## config.mk

```make
export PLATFORM = sky130hd
export DESIGN_NAME = unified_cache_port_arbiter_flat
export DESIGN_NICKNAME = d
export VERILOG_FILES = /design/src/rtl/unified_cache_port_arbiter_if.sv /design/src/rtl/unified_cache_port_arbiter.sv /design/src/flat_wrapper.sv
export SDC_FILE = /design/constraint.sdc
export NUM_CORES = 1
export LEC_CHECK = 0
export ABC_AREA = 0
export BUFFER_PORTS_ARGS = -buffer_cell sky130_fd_sc_hd__buf_2
export CAP_MARGIN = 20
export CELL_PAD_IN_SITES_DETAIL_PLACEMENT = 0
export CELL_PAD_IN_SITES_GLOBAL_PLACEMENT = 1
export CORE_ASPECT_RATIO = 1.4
export CORE_MARGIN = 5
export CORE_UTILIZATION = 32
export CTS_BUF_LIST = sky130_fd_sc_hd__clkbuf_2
export CTS_CLUSTER_DIAMETER = 100
export CTS_CLUSTER_SIZE = 40
export DETAILED_ROUTE_END_ITERATION = 7
export PLACE_DENSITY = 0.83
export SYNTH_ARGS = -nofsm -noshare
export SYNTH_HDL_FRONTEND = slang
export SYNTH_SLANG_ARGS = --single-unit
```

## constraint.sdc

```tcl
create_clock -name clk_in -period 2.8 [get_ports clk_in]
set_clock_uncertainty 0.15 [all_clocks]
set_input_delay 0.56 -clock clk_in [delete_from_list [all_inputs] [get_ports clk_in]]
set_output_delay 0.56 -clock clk_in [all_outputs]
set_load 0.05 [all_outputs]
```

## src/rtl/unified_cache_port_arbiter_if.sv

```systemverilog
// -----------------------------------------------------------------------------
// unified_cache_port_arbiter_if
// Bundles the requester-side and cache-side packet handshakes of the unified
// cache port arbiter.
//   request_packet_flatted_in      : N packets from requesters, slot i at [i*W +: W]
//   request_packet_ack_flatted_out : one-cycle accept pulse per requester
//   cache_packet_out               : packet presented to the cache
//   cache_packet_ack_in            : cache accepted cache_packet_out
//   cache_return_packet_in         : return packet from the cache
//   cache_return_packet_ack_out    : return packet accepted
//   return_packet_flatted_out      : return packet steered to its owner slot
//   return_packet_ack_flatted_in   : requester accepted its return packet
//   error_out                      : sticky error flag
// Modport slave is the arbiter side, master is the surrounding environment.
// -----------------------------------------------------------------------------
`ifndef UNIFIED_CACHE_PACKET_WIDTH_IN_BITS
`define UNIFIED_CACHE_PACKET_WIDTH_IN_BITS 16
`endif
`ifndef UNIFIED_CACHE_PACKET_PORT_ID_WIDTH
`define UNIFIED_CACHE_PACKET_PORT_ID_WIDTH 3
`endif
`ifndef UNIFIED_CACHE_PACKET_VALID_POS
`define UNIFIED_CACHE_PACKET_VALID_POS 0
`endif
`ifndef UNIFIED_CACHE_PACKET_PORT_NUM_LO
`define UNIFIED_CACHE_PACKET_PORT_NUM_LO 1
`endif

interface unified_cache_port_arbiter_if #(
  parameter int NUM_REQUESTER = 4,
  parameter int PACKET_WIDTH  = `UNIFIED_CACHE_PACKET_WIDTH_IN_BITS
);
  logic [NUM_REQUESTER*PACKET_WIDTH-1:0] request_packet_flatted_in;
  logic [NUM_REQUESTER-1:0]              request_packet_ack_flatted_out;
  logic [PACKET_WIDTH-1:0]               cache_packet_out;
  logic                                  cache_packet_ack_in;
  logic [PACKET_WIDTH-1:0]               cache_return_packet_in;
  logic                                  cache_return_packet_ack_out;
  logic [NUM_REQUESTER*PACKET_WIDTH-1:0] return_packet_flatted_out;
  logic [NUM_REQUESTER-1:0]              return_packet_ack_flatted_in;
  logic                                  error_out;

  modport slave (
    input  request_packet_flatted_in,
    input  cache_packet_ack_in,
    input  cache_return_packet_in,
    input  return_packet_ack_flatted_in,
    output request_packet_ack_flatted_out,
    output cache_packet_out,
    output cache_return_packet_ack_out,
    output return_packet_flatted_out,
    output error_out
  );

  modport master (
    output request_packet_flatted_in,
    output cache_packet_ack_in,
    output cache_return_packet_in,
    output return_packet_ack_flatted_in,
    input  request_packet_ack_flatted_out,
    input  cache_packet_out,
    input  cache_return_packet_ack_out,
    input  return_packet_flatted_out,
    input  error_out
  );
endinterface

```

## src/rtl/unified_cache_port_arbiter.sv

```systemverilog
// -----------------------------------------------------------------------------
// unified_cache_port_arbiter
// Round-robin arbiter sharing one unified-cache request port among
// NUM_REQUESTER packet sources. The winner's packet is registered onto the
// cache port with its port-number field replaced by the winner index; return
// packets are steered combinationally back to the owner named in that field.
//   clk_in   : clock, all state on the rising edge
//   reset_in : asynchronous active-low reset
//   io_bus   : packet handshakes (see unified_cache_port_arbiter_if)
// -----------------------------------------------------------------------------
`ifndef UNIFIED_CACHE_PACKET_WIDTH_IN_BITS
`define UNIFIED_CACHE_PACKET_WIDTH_IN_BITS 16
`endif
`ifndef UNIFIED_CACHE_PACKET_PORT_ID_WIDTH
`define UNIFIED_CACHE_PACKET_PORT_ID_WIDTH 3
`endif
`ifndef UNIFIED_CACHE_PACKET_VALID_POS
`define UNIFIED_CACHE_PACKET_VALID_POS 0
`endif
`ifndef UNIFIED_CACHE_PACKET_PORT_NUM_LO
`define UNIFIED_CACHE_PACKET_PORT_NUM_LO 1
`endif

module unified_cache_port_arbiter #(
  parameter int NUM_REQUESTER                      = 4,
  parameter int TIMING_OUT_CYCLE                   = 100000,
  parameter int UNIFIED_CACHE_PACKET_WIDTH_IN_BITS = `UNIFIED_CACHE_PACKET_WIDTH_IN_BITS,
  parameter int UNIFIED_CACHE_PACKET_PORT_ID_WIDTH = `UNIFIED_CACHE_PACKET_PORT_ID_WIDTH
) (
  input  logic                            clk_in,
  input  logic                            reset_in,
  unified_cache_port_arbiter_if.slave     io_bus
);

  localparam int W    = UNIFIED_CACHE_PACKET_WIDTH_IN_BITS;
  localparam int P    = UNIFIED_CACHE_PACKET_PORT_ID_WIDTH;
  localparam int VP   = `UNIFIED_CACHE_PACKET_VALID_POS;
  localparam int PLO  = `UNIFIED_CACHE_PACKET_PORT_NUM_LO;
  localparam int PHI  = PLO + P - 1;
  localparam int IDXW = (NUM_REQUESTER > 1) ? $clog2(NUM_REQUESTER) : 1;
  localparam int TW   = $clog2(TIMING_OUT_CYCLE + 1);
  localparam logic [TW-1:0] TIMEOUT_VAL = TW'(TIMING_OUT_CYCLE);

  typedef enum logic [0:0] {
    ST_IDLE = 1'b0,
    ST_HOLD = 1'b1
  } state_t;

  state_t                  r_state;
  state_t                  w_state_nxt;
  logic [W-1:0]            r_cache_pkt;
  logic [NUM_REQUESTER-1:0] r_req_ack;
  logic [IDXW-1:0]         r_last_grant;
  logic [TW-1:0]           r_timer;
  logic [TW-1:0]           w_timer_nxt;
  logic                    r_error;

  logic [NUM_REQUESTER-1:0] w_req_valid;
  logic                    w_found;
  logic [IDXW-1:0]         w_winner;
  logic [IDXW-1:0]         w_cand;
  logic [W-1:0]            w_grant_pkt;
  logic [NUM_REQUESTER-1:0] w_grant_onehot;
  logic                    w_grant;
  logic                    w_timeout_hit;

  logic                    w_ret_valid;
  logic [P-1:0]            w_ret_port;
  logic [IDXW-1:0]         w_ret_sel;
  logic                    w_ret_in_range;
  logic [NUM_REQUESTER*W-1:0] w_ret_slots;
  logic                    w_ret_ack;
  logic                    w_ret_bad;

  // Extract the valid bit of every requester slot.
  always_comb begin
    w_req_valid = '0;
    for (int i = 0; i < NUM_REQUESTER; i++) begin
      w_req_valid[i] = io_bus.request_packet_flatted_in[i*W + VP];
    end
  end

  // Round-robin search starting just after the last granted requester.
  always_comb begin
    w_found  = 1'b0;
    w_winner = r_last_grant;
    w_cand   = r_last_grant;
    for (int k = 1; k <= NUM_REQUESTER; k++) begin
      w_cand = ((int'(r_last_grant) + k) >= NUM_REQUESTER) ?
               IDXW'(int'(r_last_grant) + k - NUM_REQUESTER) :
               IDXW'(int'(r_last_grant) + k);
      if (!w_found && w_req_valid[w_cand]) begin
        w_found  = 1'b1;
        w_winner = w_cand;
      end else begin
        w_found  = w_found;
      end
    end
  end

  // Winner packet with its port-number field rewritten to the winner index.
  always_comb begin
    w_grant_pkt            = io_bus.request_packet_flatted_in[w_winner*W +: W];
    w_grant_pkt[PHI:PLO]   = P'(w_winner);
    w_grant_onehot         = '0;
    w_grant_onehot[w_winner] = 1'b1;
  end

  // Request FSM next-state, grant strobe and ack-timeout counter.
  always_comb begin
    w_state_nxt   = r_state;
    w_timer_nxt   = r_timer;
    w_grant       = 1'b0;
    w_timeout_hit = 1'b0;
    case (r_state)
      ST_IDLE: begin
        if (w_found) begin
          w_state_nxt = ST_HOLD;
          w_grant     = 1'b1;
        end else begin
          w_state_nxt = ST_IDLE;
        end
      end
      ST_HOLD: begin
        if (io_bus.cache_packet_ack_in) begin
          w_state_nxt = ST_IDLE;
          w_timer_nxt = '0;
        end else begin
          // Counter saturates; the packet is never dropped on timeout.
          if (r_timer != TIMEOUT_VAL) begin
            w_timer_nxt = r_timer + TW'(1);
          end else begin
            w_timer_nxt = r_timer;
          end
          w_timeout_hit = (w_timer_nxt == TIMEOUT_VAL);
        end
      end
      default: begin
        w_state_nxt = ST_IDLE;
        w_timer_nxt = '0;
      end
    endcase
  end

  // Combinational return steering by the packet's port-number field.
  always_comb begin
    w_ret_valid    = io_bus.cache_return_packet_in[VP];
    w_ret_port     = io_bus.cache_return_packet_in[PHI:PLO];
    w_ret_sel      = IDXW'(w_ret_port);
    w_ret_in_range = (int'(w_ret_port) < NUM_REQUESTER);
    w_ret_slots    = '0;
    w_ret_ack      = 1'b0;
    w_ret_bad      = 1'b0;
    if (w_ret_valid) begin
      if (w_ret_in_range) begin
        w_ret_slots[w_ret_sel*W +: W] = io_bus.cache_return_packet_in;
        w_ret_ack = io_bus.return_packet_ack_flatted_in[w_ret_sel];
      end else begin
        // Unroutable return: swallow it and flag an error.
        w_ret_ack = 1'b1;
        w_ret_bad = 1'b1;
      end
    end else begin
      w_ret_ack = 1'b0;
    end
  end

  // State, registered cache packet, ack pulse, last grant and sticky error.
  always_ff @(posedge clk_in or negedge reset_in) begin
    if (!reset_in) begin
      r_state      <= ST_IDLE;
      r_cache_pkt  <= '0;
      r_req_ack    <= '0;
      r_last_grant <= IDXW'(NUM_REQUESTER - 1);
      r_timer      <= '0;
      r_error      <= 1'b0;
    end else begin
      r_state <= w_state_nxt;
      r_timer <= w_timer_nxt;
      r_error <= r_error | w_timeout_hit | w_ret_bad;
      if (w_grant) begin
        r_cache_pkt  <= w_grant_pkt;
        r_req_ack    <= w_grant_onehot;
        r_last_grant <= w_winner;
      end else if ((r_state == ST_HOLD) && io_bus.cache_packet_ack_in) begin
        r_cache_pkt  <= '0;
        r_req_ack    <= '0;
      end else begin
        r_req_ack    <= '0;
      end
    end
  end

  assign io_bus.cache_packet_out               = r_cache_pkt;
  assign io_bus.request_packet_ack_flatted_out = r_req_ack;
  assign io_bus.error_out                      = r_error;
  assign io_bus.return_packet_flatted_out      = w_ret_slots;
  assign io_bus.cache_return_packet_ack_out    = w_ret_ack;

endmodule

```

## src/flat_wrapper.sv

```systemverilog
// flat-port wrapper written by rule: the top's interface ports become plain ports
module unified_cache_port_arbiter_flat 
#(
  parameter int NUM_REQUESTER                      = 4,
  parameter int TIMING_OUT_CYCLE                   = 100000,
  parameter int UNIFIED_CACHE_PACKET_WIDTH_IN_BITS = `UNIFIED_CACHE_PACKET_WIDTH_IN_BITS,
  parameter int UNIFIED_CACHE_PACKET_PORT_ID_WIDTH = `UNIFIED_CACHE_PACKET_PORT_ID_WIDTH
)
  (clk_in, reset_in, io_bus_request_packet_flatted_in, io_bus_cache_packet_ack_in, io_bus_cache_return_packet_in, io_bus_return_packet_ack_flatted_in, io_bus_request_packet_ack_flatted_out, io_bus_cache_packet_out, io_bus_cache_return_packet_ack_out, io_bus_return_packet_flatted_out, io_bus_error_out);
  unified_cache_port_arbiter_if #(.NUM_REQUESTER(NUM_REQUESTER), .PACKET_WIDTH((`UNIFIED_CACHE_PACKET_WIDTH_IN_BITS))) io_bus_i ();
  input  logic clk_in;
  input  logic reset_in;
  input wire logic [$bits(io_bus_i.request_packet_flatted_in)-1:0] io_bus_request_packet_flatted_in;
  input wire logic [$bits(io_bus_i.cache_packet_ack_in)-1:0] io_bus_cache_packet_ack_in;
  input wire logic [$bits(io_bus_i.cache_return_packet_in)-1:0] io_bus_cache_return_packet_in;
  input wire logic [$bits(io_bus_i.return_packet_ack_flatted_in)-1:0] io_bus_return_packet_ack_flatted_in;
  output wire logic [$bits(io_bus_i.request_packet_ack_flatted_out)-1:0] io_bus_request_packet_ack_flatted_out;
  output wire logic [$bits(io_bus_i.cache_packet_out)-1:0] io_bus_cache_packet_out;
  output wire logic [$bits(io_bus_i.cache_return_packet_ack_out)-1:0] io_bus_cache_return_packet_ack_out;
  output wire logic [$bits(io_bus_i.return_packet_flatted_out)-1:0] io_bus_return_packet_flatted_out;
  output wire logic [$bits(io_bus_i.error_out)-1:0] io_bus_error_out;
  assign io_bus_i.request_packet_flatted_in = io_bus_request_packet_flatted_in;
  assign io_bus_i.cache_packet_ack_in = io_bus_cache_packet_ack_in;
  assign io_bus_i.cache_return_packet_in = io_bus_cache_return_packet_in;
  assign io_bus_i.return_packet_ack_flatted_in = io_bus_return_packet_ack_flatted_in;
  assign io_bus_request_packet_ack_flatted_out = io_bus_i.request_packet_ack_flatted_out;
  assign io_bus_cache_packet_out = io_bus_i.cache_packet_out;
  assign io_bus_cache_return_packet_ack_out = io_bus_i.cache_return_packet_ack_out;
  assign io_bus_return_packet_flatted_out = io_bus_i.return_packet_flatted_out;
  assign io_bus_error_out = io_bus_i.error_out;
  unified_cache_port_arbiter #(.NUM_REQUESTER(NUM_REQUESTER), .TIMING_OUT_CYCLE(TIMING_OUT_CYCLE), .UNIFIED_CACHE_PACKET_WIDTH_IN_BITS(UNIFIED_CACHE_PACKET_WIDTH_IN_BITS), .UNIFIED_CACHE_PACKET_PORT_ID_WIDTH(UNIFIED_CACHE_PACKET_PORT_ID_WIDTH)) u_core (.clk_in(clk_in), .reset_in(reset_in), .io_bus(io_bus_i));
endmodule
```

## Word-level counts from Yosys, hierarchy flattened

Index checks and enable logic that the tools add are counted.

| storage, ports and cells | value |
|---|---|
| bits in registers | 41 |
| word-level logic and storage cells | 89 |
| output and inout bits | 86 |
| bits of input ports | 87 |

| cells by class | value |
|---|---|
| add/sub/neg operators | 10 |
| shift-type cells | 3 |
| equality and inequality tests | 2 |
| reductions and logical operators | 9 |
| mux-type cells | 43 |
| magnitude comparators | 12 |
| bitwise gates (word level) | 4 |

Operator list:

| kind | number |
|---|---|
| $mux 64 | 2 |
| $mux 17 | 4 |
| $and 64x64->64 | 1 |
| $shift 16x34->64 const A | 1 |
| $shiftx 16x34->64 | 1 |
| $shiftx 64x7->16 | 1 |
| $neg 6->34 | 1 |
| $mux 16 | 2 |
| $mux 1 | 19 |
| $lt 2x3->1 const B | 6 |
| $add 17x1->17 const B | 1 |
| $eq 17x17->1 const B | 1 |
| $ne 17x17->1 const B | 1 |
| $mux 2 | 8 |
| $bmux 1 s2 | 5 |
| $ge 3x3->1 const B | 3 |
| $sub 2x1->2 const B | 4 |
| $add 2x2->3 const B | 2 |
| $logic_and 1x1->1 | 5 |
| $add 2x3->4 const B | 1 |
| $ge 4x3->1 const B | 1 |
| $mux 4 | 1 |
| $add 2x1->3 const B | 1 |
| $logic_not 1->1 | 3 |
| 7 further kinds | 8 |

## Depth between registers and ports, before layout

Gate-level depths: netlist of run 1.

| logic depth | value |
|---|---|
| depth in word-level cells | 20 |
| depth in mapped cells | 8 |
| mapped depth without buffers | 8 |

## Worst setup path after synthesis of run 1

No wires, ideal clock.

| timing path | value |
|---|---|
| path kind | input-to-output |
| start | input port io_bus_cache_return_packet_in[1] |
| end | output port io_bus_return_packet_flatted_out[39] |
| data arrival time | 2.616 ns |
| slack | -0.526 ns |
| cell stages on the path | 6 |
| path through | inv_1 > ha_1 > and2_1 > and3_1 > clkbuf_1 > and2_1 |

| between the ends | value |
|---|---|
| longest elaborated chain between the ends | 5 |
| elaborated cells between the ends (all ways) | 7 |
| those cells by class | add/sub (1); order compare (1); shift (2); mux (2); bitwise (1) |

Ends and longest elaborated chain:

| element | line | text |
|---|---|---|
| start, declared | flat_wrapper.sv:15 | `input wire logic [$bits(io_bus_i.cache_return_packet_in)-1:0] io_bus_cache_return_packet_in;` |
| $neg 6->34 | unified_cache_port_arbiter.sv:156 | `w_ret_slots[w_ret_sel*W +: W] = io_bus.cache_return_packet_in;` |
| $shiftx 16x34->64 or $shift 16x34->64 (tied branches) | unified_cache_port_arbiter.sv:156 |  |
| $and 64x64->64 (no line) | n/a |  |
| $mux 64 (*) | unified_cache_port_arbiter.sv:155 | `if (w_ret_in_range) begin` |
| $mux 64 (*) | unified_cache_port_arbiter.sv:154 | `if (w_ret_valid) begin` |
| end, declared | flat_wrapper.sv:20 | `output wire logic [$bits(io_bus_i.return_packet_flatted_out)-1:0] io_bus_return_packet_flatted_out;` |

Every way passes the cells marked *; elsewhere a longest branch is shown, timed or not.

## Final worst setup path of run 1

| timing path | value |
|---|---|
| start | input port io_bus_cache_return_packet_in[1] |
| end | output port io_bus_return_packet_flatted_out[10] |

The elaborated chain is that of the path after synthesis.

==> results of run 1 <==
[worst max-delay path by stage]
stage	end	slack (ps)	cells after the start
CTS	io_bus_return_packet_flatted_out[53]	50	7
detailed placement	io_bus_return_packet_flatted_out[40]	-70	7
finish	io_bus_return_packet_flatted_out[10]	90	7
floorplan	io_bus_return_packet_flatted_out[39]	-70	6
global route	io_bus_return_packet_flatted_out[8]	8	7
global placement	io_bus_return_packet_flatted_out[47]	-20	7
[synth_stat cells (2+ instances only)]
library cell,n,area (sq um)
sky130_fd_sc_hd__and2_1,51,319.1
sky130_fd_sc_hd__a31oi_1,6,37.54
sky130_fd_sc_hd__buf_4,9,67.56
sky130_fd_sc_hd__nor3_1,4,20.02
sky130_fd_sc_hd__nand2b_1,4,25.02
sky130_fd_sc_hd__dfstp_2,2,52.55
sky130_fd_sc_hd__xnor2_1,5,43.79
sky130_fd_sc_hd__inv_1,24,90.09
sky130_fd_sc_hd__nand2_1,29,108.9
sky130_fd_sc_hd__mux2i_1,29,290.3
sky130_fd_sc_hd__and3_1,7,43.79
sky130_fd_sc_hd__o31ai_1,2,15.01
sky130_fd_sc_hd__and4_1,2,17.52
sky130_fd_sc_hd__or4_1,2,15.01
sky130_fd_sc_hd__ha_1,7,87.58
sky130_fd_sc_hd__nor2b_1,7,43.79
sky130_fd_sc_hd__o21ai_0,4,20.02
sky130_fd_sc_hd__nor4_1,3,18.77
sky130_fd_sc_hd__o221ai_1,11,96.34
sky130_fd_sc_hd__clkbuf_1,13,48.80
sky130_fd_sc_hd__nand3_1,4,20.02
sky130_fd_sc_hd__o21a_1,2,15.01
sky130_fd_sc_hd__nor3b_1,5,37.54
sky130_fd_sc_hd__nand4_1,4,25.02
sky130_fd_sc_hd__nor2_1,17,63.81
sky130_fd_sc_hd__dfrtp_1,38,950.9
sky130_fd_sc_hd__a21oi_1,12,60.06
sky130_fd_sc_hd__o22ai_1,15,93.84
sky130_fd_sc_hd__buf_2,4,20.02
sky130_fd_sc_hd__mux2_2,3,33.78
sky130_fd_sc_hd__a22o_1,2,17.52
[placed cells by master (no fill, tap or decap), drive strengths merged, types with 2 or more instances in the layout]
cell type	synthesis	routed
nor3b	5	5
conb	1	7
a22o	2	2
dfstp	2	2
o21ai	4	4
and3	7	7
nand2b	4	4
a31oi	6	6
o221ai	11	11
o31ai	2	2
xnor2	5	5
dfrtp	38	38
nor2b	7	7
and2	52	52
nor4	4	4
o21a	2	2
clkbuf	13	34
inv	24	24
and4	2	2
nor3	5	5
mux2i	29	29
o22ai	15	15
a21oi	12	12
or4	2	2
nand4	5	5
nand2	30	30
ha	7	7
nor2	18	18
buf	13	133
mux2	3	3
nand3	5	5
[stage by stage]
step / cells / total power, mW
3_5_place_dp: 591 / 2.569
5_1_grt: 600 / 3.103
6_report: 600 / 2.892
3_3_place_gp: 591 / 2.524
4_1_cts: 599 / 2.918
2_1_floorplan: 349 / 2.182
[critical path, delay by kind of cell]
family	cells	cell delay [ps]
and+or+nand+nor	3	660
buffers and inverters	3	490
adders and majority gates	1	290
[layer usage]
metal	GRT usage (%)	routed length, um	share of wire (%)
met4	3.730	93	1.1
met1	14.40	3114	37
met5	0	0	0
met3	4.471	921	11
met2	28.15	4351	51
[layout make-up]
class | instances | area (sq um)
clock buffer | 5 | 25.02
clock inverter | 3 | 42.54
fill | 865 | 5026
inverter | 24 | 90.09
multi-input combinational | 259 | 1856
sequential | 40 | 1003
tap | 107 | 133.9
timing repair buffer | 162 | 903.4
[logic make-up after synthesis]
logic type	Yosys count	synth area share [%]
xor+xnor	5	1.469
mux	33	11.62
other cells	1	0.1258
fa+ha+maj	7	2.937
simple gates	149	29.54
compound gates	58	13.05
buf+inv	50	7.596
flops	40	33.65
[power by group through the flow]
stage | Clock (mW) | Sequential, mW | Combinational, mW
finish | 0.344 | 1.02 | 1.53
global route | 0.382 | 1.06 | 1.67
detailed placement | 0 | 1.02 | 1.54
global placement | 0 | 1.02 | 1.51
floorplan | 0 | 1.31 | 0.874
CTS | 0.359 | 1.02 | 1.54
[sequential cells by signal (all words and copies together), names as in the netlist]
| name | count |
|---|---|
| u_core.r_state | 1 |
| u_core.io_bus.request_packet_ack_flatted_out | 4 |
| u_core.r_timer | 17 |
| u_core.io_bus.error_out | 1 |
| u_core.r_last_grant | 2 |
| u_core.io_bus.cache_packet_out | 15 |
[what timing repair did]
action                                  4_1_cts  5_1_grt
cloned                                        0        1
endpoints found under the setup margin       37       38
buffers inserted                              0        0
pin swaps                                     0        0
gates resized for setup                       3       36
==> key figures, run 1 <==
Logic synthesis
  • Share of synthesized area occupied by flip-flops and latches: 33.66%
  • Synthesized instance count: 343
  • Syn. warnings: 0
  • Area of the mapped netlist: 2982 sq um
  • Number of unique standard cell types used by synthesis: 47
  • Asr flop ratio synth: 100.0%
  • Avg Synthesized Cell Area: 8.693 sq um
  • Top flip-flop cell by instance count after synthesis: sky130_fd_sc_hd__dfrtp_1
  • Synthesized flop and latch total: 40
  • Post-synth EDFFs: 0

Routing
  • Number of vias in the routed layout: 2999
  • Aggregate routed wire length: 8480 um
  • Post-route DRC violation count: 0
  • 1st-iter DRT viols: 94
  • Pre-antenna DRT Iters: 4
  • Routed wire length per instance: 14.13 um
  • Number of routed nets with antenna violations: 0
  • Via count normalized by instance count: 4.998

Hold path
  • Path category of the worst min-delay check: in2async

Worst setup path
  • Critical Path Sink Type: primary output
  • Start point of the critical path: io_bus_cache_return_packet_in[1]
  • Crit path launch type: primary input
  • Start of the worst register-to-register path: u_core.r_timer[4]
  • Startpoint-to-endpoint class of the critical path: in2out
  • Ordered cell list for the critical path: buf_2 > inv_2 > ha_1 > nor2b_1 > and4_2 > and2_1 > buf_2
  • Critical path peak fanout: 14
  • R2R setup slack: 520 ps
  • Worst Reg-to-Reg Cells: 6
  • CP arrival: 2000 ps
  • Worst flop-to-flop path endpoint: u_core.io_bus.error_out
  • Crit-path max cell delay: 390 ps
  • CP max-delay cell: sky130_fd_sc_hd__and4_2
  • CP most frequent cell: sky130_fd_sc_hd__buf_2
  • Endpoint required time on the critical path: 2090 ps

STA
  • Finish-stage setup viols: 0
  • Final critical-path share of the clock period: 96.73%
  • Setup repair after global routing missed its margin: false
  • Max Clk Rate: 369.2 MHz
  • Tightest slew margin relative to the limit: 41.00%
  • Fin Hold WS: 62.90 ps
  • PnR worst setup slack: 91.65 ps
  • Transition time at the pin with the least slew margin: 885.1 ps
  • Count of final hold-check violations: 0
  • Final Critical Period: 2708 ps
  • Final-layout setup total negative slack: 0 ps
  • Final-report max-slew violation count: 0

Job
  • Number of maximum-capacitance violations: 0

Pwr
  • Part of the power in the clock network: 11.9%
  • P_sw: 1.429 mW
  • Comb power frac: 52.9%
  • Power share of the sequential group: 35.2%
  • Net Sw Frac: 49.41%
  • Peak supply drop: 0.0006503 V
  • Cell Int Power: 1.463 mW
  • PD cells: 713.4 nW/um^2
  • Leak pwr: 2.120 nW

Final layout
  • Final standard cell utilization of the core: 44.65%
  • Synthesis-to-layout area growth: 35.96%
  • Fraction of layout instances using a drive strength above 1: 44.22%
  • Net count reported at finish: 586
  • Final instance area: 4054 sq um
  • Total inserted antenna cells: 0

GRT
  • GRT Overall Usage: 14.45%
  • Pin count of the biggest net entering global routing: 41
  • First-pass GRT wire length: 13890 um
  • Initial antenna violation count: 0
  • Number of global-route vias before repair: 3032
  • Sum of overflow across all layers after global routing: 0

Clock network
  • Clock tree from TritonCTS: yes
  • Worst-Skew Late Latency: 420 ps
  • Clock edge transition at the registers on the reported setup and hold paths: 220 ps
  • Clock buffer depth: 2
  • Clock sink total: 40
  • Master cell of the clock root buffer: sky130_fd_sc_hd__clkbuf_2
  • Number of CTS-inserted buffers: 5
  • Total number of H-tree levels: 2
  • Hold_buf cts: 0

Placement
  • Post-place instance area: 3880 sq um
  • DP Worst Slack: -71.73 ps
  • Placer congestion estimate: 0.8030
  • Number of buffers added on ports: 153
  • Sum of net half-perimeters after detailed placement: 6824 um

Die
  • Effective utilization at floorplan: 32.84%
  • Floorplan die width: 91.58 um
  • Die footprint: 11380 sq um
  • Standard cell core area: 9080 sq um
  • Number of placement rows: 41
  • Die height: 124.2 um
  • Top Ports: 173

Status
  • Result of the run: finished, final reports clean
Note: power is estimated with default switching activity, not from simulation.
==> run 2, diff against run 1 <==
- GPL_ROUTABILITY_DRIVEN: not set -> 0
- PLACE_DENSITY: 0.83 -> 0.86
==> key figures, run 2 (synthesized netlist as in run 1, its figures left out) <==
STA
  • Final-report max-slew violation count: 0
  • PnR worst setup slack: 118.7 ps
  • Finish-stage setup viols: 0
  • Final critical-path share of the clock period: 95.76%
  • Transition time at the pin with the least slew margin: 557.1 ps
  • Count of final hold-check violations: 0
  • Tightest slew margin relative to the limit: 62.86%
  • Setup repair after global routing missed its margin: false
  • Max Clk Rate: 373.0 MHz
  • Final Critical Period: 2681 ps
  • Final-layout setup total negative slack: 0 ps

Pwr
  • PD cells: 767.1 nW/um^2
  • Peak supply drop: 0.0004915 V
  • Leak pwr: 2.178 nW

Worst setup path
  • CP arrival: 1970 ps
  • Endpoint required time on the critical path: 2090 ps
  • Family with the most delay on the worst path: simple AND/OR/NAND/NOR gates
  • CP max-delay cell: sky130_fd_sc_hd__ha_1
  • Crit path launch type: primary input
  • Worst Path Buf+Inv: 3
  • Critical Path Sink Type: primary output
  • CP most frequent cell: sky130_fd_sc_hd__buf_2
  • Critical path peak fanout: 13
  • Ordered cell list for the critical path: buf_2 > inv_1 > ha_1 > nor2b_1 > and3_4 > and2_2 > buf_2
  • Crit-path max cell delay: 310 ps
  • Startpoint-to-endpoint class of the critical path: in2out

GRT
  • Sum of overflow across all layers after global routing: 0
  • First-pass GRT wire length: 14100 um
  • Pin count of the biggest net entering global routing: 29
  • GRT Overall Usage: 14.60%
  • Number of global-route vias before repair: 3041
  • Initial antenna violation count: 0

Final layout
  • Final standard cell utilization of the core: 44.70%
  • Fraction of layout instances using a drive strength above 1: 43.64%
  • Total inserted antenna cells: 0
  • Net count reported at finish: 588
  • Reg with most FFs: u_core.r_timer
  • Commonest non-fill, non-tap cell in the layout: sky130_fd_sc_hd__buf_2
  • Flip-flop count of the largest register after layout: 17
  • Synthesis-to-layout area growth: 36.13%
  • Most frequent cells in the layout: sky130_fd_sc_hd__buf_2, sky130_fd_sc_hd__dfrtp_1, sky130_fd_sc_hd__nand2_1, sky130_fd_sc_hd__mux2i_1, sky130_fd_sc_hd__and2_2
  • Post-layout instance count excluding filler cells: 602

Die
  • Standard cell core area: 9080 sq um
  • Effective utilization at floorplan: 32.84%
  • Number of placement rows: 41
  • Die height: 124.2 um
  • Floorplan die width: 91.58 um
  • Top Ports: 173
  • Die footprint: 11380 sq um

Clock network
  • Clock sink total: 40
  • Total number of H-tree levels: 2
  • Master cell of the clock root buffer: sky130_fd_sc_hd__clkbuf_2
  • Clock edge transition at the registers on the reported setup and hold paths: 230 ps
  • Worst-Skew Late Latency: 400 ps
  • Number of CTS-inserted buffers: 5
  • Post-CTS Setup Repair Bufs: 0
  • Clock buffer depth: 2
  • Clock tree from TritonCTS: yes

Status
  • Result of the run: finished, final reports clean

Routing
  • Via count normalized by instance count: 4.929
  • Number of vias in the routed layout: 2967
  • Number of routed nets with antenna violations: 0
  • Routed wire length per instance: 13.94 um
  • Pre-antenna DRT Iters: 6
  • Aggregate routed wire length: 8394 um
  • 1st-iter DRT viols: 66
  • Post-route DRC violation count: 0

Placement
  • DP Worst Slack: -55.55 ps
  • Sum of net half-perimeters after detailed placement: 6755 um
  • Instance count after placement with tap cells included: 593
  • Number of buffers added on ports: 153

Job
  • Number of maximum-capacitance violations: 0

Hold path
  • Path category of the worst min-delay check: in2reg
run 2: cell types whose count changed in the layout (fill, tap and decap cells not counted), sizes merged:
cell	delta
buf	+30
bufinv	+2
clkinvlp	-1
clkbuf	-29
clkinv	-1
dlygate4sd3	+1
run 2: worst paths after layout:
check	startpoint	slack (ps)	depth (start not counted)	to
max	io_bus_cache_return_packet_in[2]	120	7	io_bus_return_packet_flatted_out[30]
min	io_bus_cache_return_packet_in[3]	230	3	u_core.io_bus.error_out
max in group asynchronous	reset_in	1400	3	u_core.io_bus.cache_packet_out[8]
min reg2reg	u_core.io_bus.error_out	340	2	u_core.io_bus.error_out
max reg2reg	u_core.r_timer[0]	450	8	u_core.io_bus.error_out
min in group asynchronous	reset_in	440	2	u_core.r_timer[1]
run 2: cell type report:
type	instances	area [sq um]
sequential	40	1003
tap	107	133.9
clock buffer	5	25.02
fill	887	5021
timing repair buffer	164	878.3
multi-input combinational	259	1838
inverter	24	90.09
clock inverter	3	90.09
run 2: repair_timing:
item | 4_1_cts | 5_1_grt
resized for setup | 2 | 3
hold endpoints to repair | 14 | 0
hold buffers | 1 | 0
endpoints found under the setup margin | 24 | 19
run 2: worst reg2reg max path, stage by stage, from the launching register on:
cell and delay (ps):
sky130_fd_sc_hd__dfrtp_1 510, sky130_fd_sc_hd__inv_1 130, sky130_fd_sc_hd__ha_1 180, sky130_fd_sc_hd__nor4bb_1 260
sky130_fd_sc_hd__and4_1 210, sky130_fd_sc_hd__nand4_1 200, sky130_fd_sc_hd__a211oi_1 290, sky130_fd_sc_hd__nand4_1 150
sky130_fd_sc_hd__o31ai_1 200
run 2: per-stage QoR:
step,hold WS (ps),cell area (sq um),total power [mW]
2_1_floorplan,114.4,3044,2.182
3_3_place_gp,306.4,3923,2.553
3_5_place_dp,304.9,3923,2.599
4_1_cts,214.6,4050,3.143
5_1_grt,239.5,4059,3.323
6_report,230.5,4059,3.114
run 2: power by group:
group	switching (mW)	total (mW)	leakage, nW	internal, mW
Clock	0.208	0.537	0.0632	0.330
Combinational	1.01	1.56	1.60	0.551
Sequential	0.231	1.01	0.519	0.784
Total	1.45	3.11	2.18	1.66
run 2: layer usage:
metal	wire length (um)	share of wire (%)	vias to the layer above	GRT usage, %
li1	-	-	1481	-
met1	3205	38	1335	15.83
met2	4218	50	145	26.69
met3	881	10	6	4.653
met4	87	1.0	0	4.174
met5	0	0	-	0
==> run 3, diff against run 2 <==
- CORE_UTILIZATION: 32 -> 29
- PLACE_DENSITY: 0.86 -> 0.83
- clock period: 2.8 -> 2.36 ns (I/O delays scaled with it)
==> key figures, run 3 (synthesized netlist as in run 1, its figures left out) <==
Routing
  • Pre-antenna DRT Iters: 4
  • Routed wire length per instance: 14.80 um
  • Number of vias in the routed layout: 3114
  • Via count normalized by instance count: 4.806
  • 1st-iter DRT viols: 111
  • Post-route DRC violation count: 0
  • Number of routed nets with antenna violations: 0
  • Aggregate routed wire length: 9588 um

Final layout
  • Fraction of layout instances using a drive strength above 1: 51.46%
  • Most frequent cells in the layout: sky130_fd_sc_hd__buf_2, sky130_fd_sc_hd__and2_4, sky130_fd_sc_hd__buf_8
  • Flip-flop count of the largest register after layout: 17
  • Fillers: 911
  • Synthesis-to-layout area growth: 59.09%
  • Total inserted antenna cells: 0
  • Net count reported at finish: 606
  • Final instance area: 4743 sq um
  • Reg with most FFs: u_core.r_timer
  • Sequential cell area: 1011 sq um
  • Area of the multi-input gates: 1988 sq um
  • Commonest non-fill, non-tap cell in the layout: sky130_fd_sc_hd__buf_2
  • Final standard cell utilization of the core: 47.40%

STA
  • Transition time at the pin with the least slew margin: 540.1 ps
  • Final critical-path share of the clock period: 101.3%
  • Max Clk Rate: 418.4 MHz
  • Finish-stage setup viols: 16
  • Final-report max-slew violation count: 0
  • PnR worst setup slack: -30.27 ps
  • Final Critical Period: 2390 ps
  • Count of final hold-check violations: 0
  • Tightest slew margin relative to the limit: 63.91%
  • Setup repair after global routing missed its margin: true

GRT
  • First-pass GRT wire length: 14520 um
  • Initial antenna violation count: 0
  • Number of global-route vias before repair: 3120
  • Sum of overflow across all layers after global routing: 0
  • GRT Overall Usage: 14.49%
  • Pin count of the biggest net entering global routing: 41

Worst setup path
  • Critical Path Sink Type: primary output
  • Startpoint-to-endpoint class of the critical path: in2out
  • R2R setup slack: 150 ps
  • Crit-path max cell delay: 290 ps
  • Ordered cell list for the critical path: buf_8 > clkinvlp_4 > ha_4 > nor2b_1 > and4_4 > buf_6 > and2_4 > buf_8
  • Start of the worst register-to-register path: u_core.r_timer[0]
  • CP arrival: 1770 ps
  • CP most frequent cell: sky130_fd_sc_hd__buf_8
  • Crit path launch type: primary input
  • Worst Reg-to-Reg Cells: 8
  • Endpoint required time on the critical path: 1740 ps
  • Worst flop-to-flop path endpoint: u_core.io_bus.error_out
  • Critical path peak fanout: 5
  • CP max-delay cell: sky130_fd_sc_hd__and4_4

Pwr
  • Part of the power in the clock network: 9.3%
  • P_sw: 1.761 mW
  • Peak supply drop: 0.0006775 V
  • Net Sw Frac: 50.36%
  • Leak pwr: 2.343 nW
  • Cell Int Power: 1.736 mW
  • Power share of the sequential group: 33.6%
  • PD cells: 737.1 nW/um^2
  • Comb power frac: 57.1%

Die
  • Effective utilization at floorplan: 29.79%
  • Standard cell core area: 10010 sq um
  • Die height: 130.0 um
  • Top Ports: 173
  • Die footprint: 12440 sq um
  • Number of placement rows: 43
  • Floorplan die width: 95.70 um

Clock network
  • Clock tree from TritonCTS: yes
  • Number of CTS-inserted buffers: 5
  • Clock buffer depth: 2
  • Clock sink total: 40
  • Clock edge transition at the registers on the reported setup and hold paths: 220 ps
  • Master cell of the clock root buffer: sky130_fd_sc_hd__clkbuf_2
  • Total number of H-tree levels: 2
  • Worst-Skew Late Latency: 430 ps

Status
  • Result of the run: finished with violations
  • Violated checks: negative setup slack

Hold path
  • Hold-critical path endpoint: u_core.r_state
  • Worst hold start: io_bus_cache_packet_ack_in
  • Worst hold stages: 3
  • Path category of the worst min-delay check: in2reg

Placement
  • Sum of net half-perimeters after detailed placement: 7070 um
  • Number of buffers added on ports: 153
  • Post-place instance area: 4187 sq um

Job
  • Number of maximum-capacitance violations: 0
==> run 3: cell count changes in the layout (fill, tap and decap cells not counted), moves of 3 or more <==
cell                        change
sky130_fd_sc_hd__buf_6         +17
sky130_fd_sc_hd__bufinv_16      -3
sky130_fd_sc_hd__dfrtp_2        +6
sky130_fd_sc_hd__buf_2         -49
sky130_fd_sc_hd__dfrtp_1        -6
sky130_fd_sc_hd__and2_1        -17
sky130_fd_sc_hd__and2_2        -28
sky130_fd_sc_hd__and2_4        +45
sky130_fd_sc_hd__buf_4         +13
sky130_fd_sc_hd__buf_8         +35
==> run 3: worst max-delay path, delay by kind of cell <==
kind / cells / cell delay [ps]
AND/OR/NAND/NOR: 3 / 570
buffers and inverters: 4 / 450
adder cells (fa/ha/maj): 1 / 270
==> run 3: timing repair <==
item,CTS,global route
setup buffers,0,1
gates cloned,2,0
setup endpoints to repair,53,52
endpoints found under the hold margin,38,0
hold buffers,1,0
gates resized for setup,101,62
pin swaps,5,17
==> run 3: how the worst max path moves through the flow <==
stage / end / start
6_report: io_bus_return_packet_flatted_out[14] / io_bus_cache_return_packet_in[1]
5_1_grt: io_bus_return_packet_flatted_out[14] / io_bus_cache_return_packet_in[1]
4_1_cts: io_bus_return_packet_flatted_out[24] / io_bus_cache_return_packet_in[1]
3_5_place_dp: io_bus_return_packet_flatted_out[31] / io_bus_cache_return_packet_in[1]
3_3_place_gp: io_bus_return_packet_flatted_out[31] / io_bus_cache_return_packet_in[1]
2_1_floorplan: io_bus_return_packet_flatted_out[39] / io_bus_cache_return_packet_in[1]
==> run 3: cell type report <==
class	instances	area share, %
Clock buffer	5	0.5276
Inverter	24	1.978
Clock inverter	3	0.4484
Timing Repair Buffer	180	30.26
Multi-Input combinational cell	261	41.92
Sequential cell	40	21.31
Tap cell	135	3.561
==> run 3: power groups by stage <==
stage,combinational (mW),clock (mW),sequential (mW)
after floorplan,1.05,0,1.55
after global placement,1.94,0,1.17
after detailed placement,1.99,0,1.17
after CTS,2.01,0.346,1.17
after global routing,2.17,0.373,1.21
final,2.00,0.325,1.17
==> run 3: through the flow <==
stage,hold slack (ps),std cells,worst slack [ps],power [mW],setup TNS [ps]
global route,144.8,648,-80.38,3.752,-1692
floorplan,26.41,349,1.371,2.599,0
detailed placement,313.0,638,-267.0,3.165,-10260
finish,181.0,648,-30.27,3.496,-206.3
global placement,308.0,638,-214.2,3.109,-8752
CTS,139.3,647,2.047,3.522,0
==> run 3: routing by layer <==
layer / GRT usage [%] / vias up / share of wire, %
met4: 5.193 / 0 / 2.0
met3: 3.633 / 15 / 11
met2: 27.27 / 162 / 51
met5: 0 / - / 0
li1: - / 1522 / -
met1: 15.27 / 1415 / 37
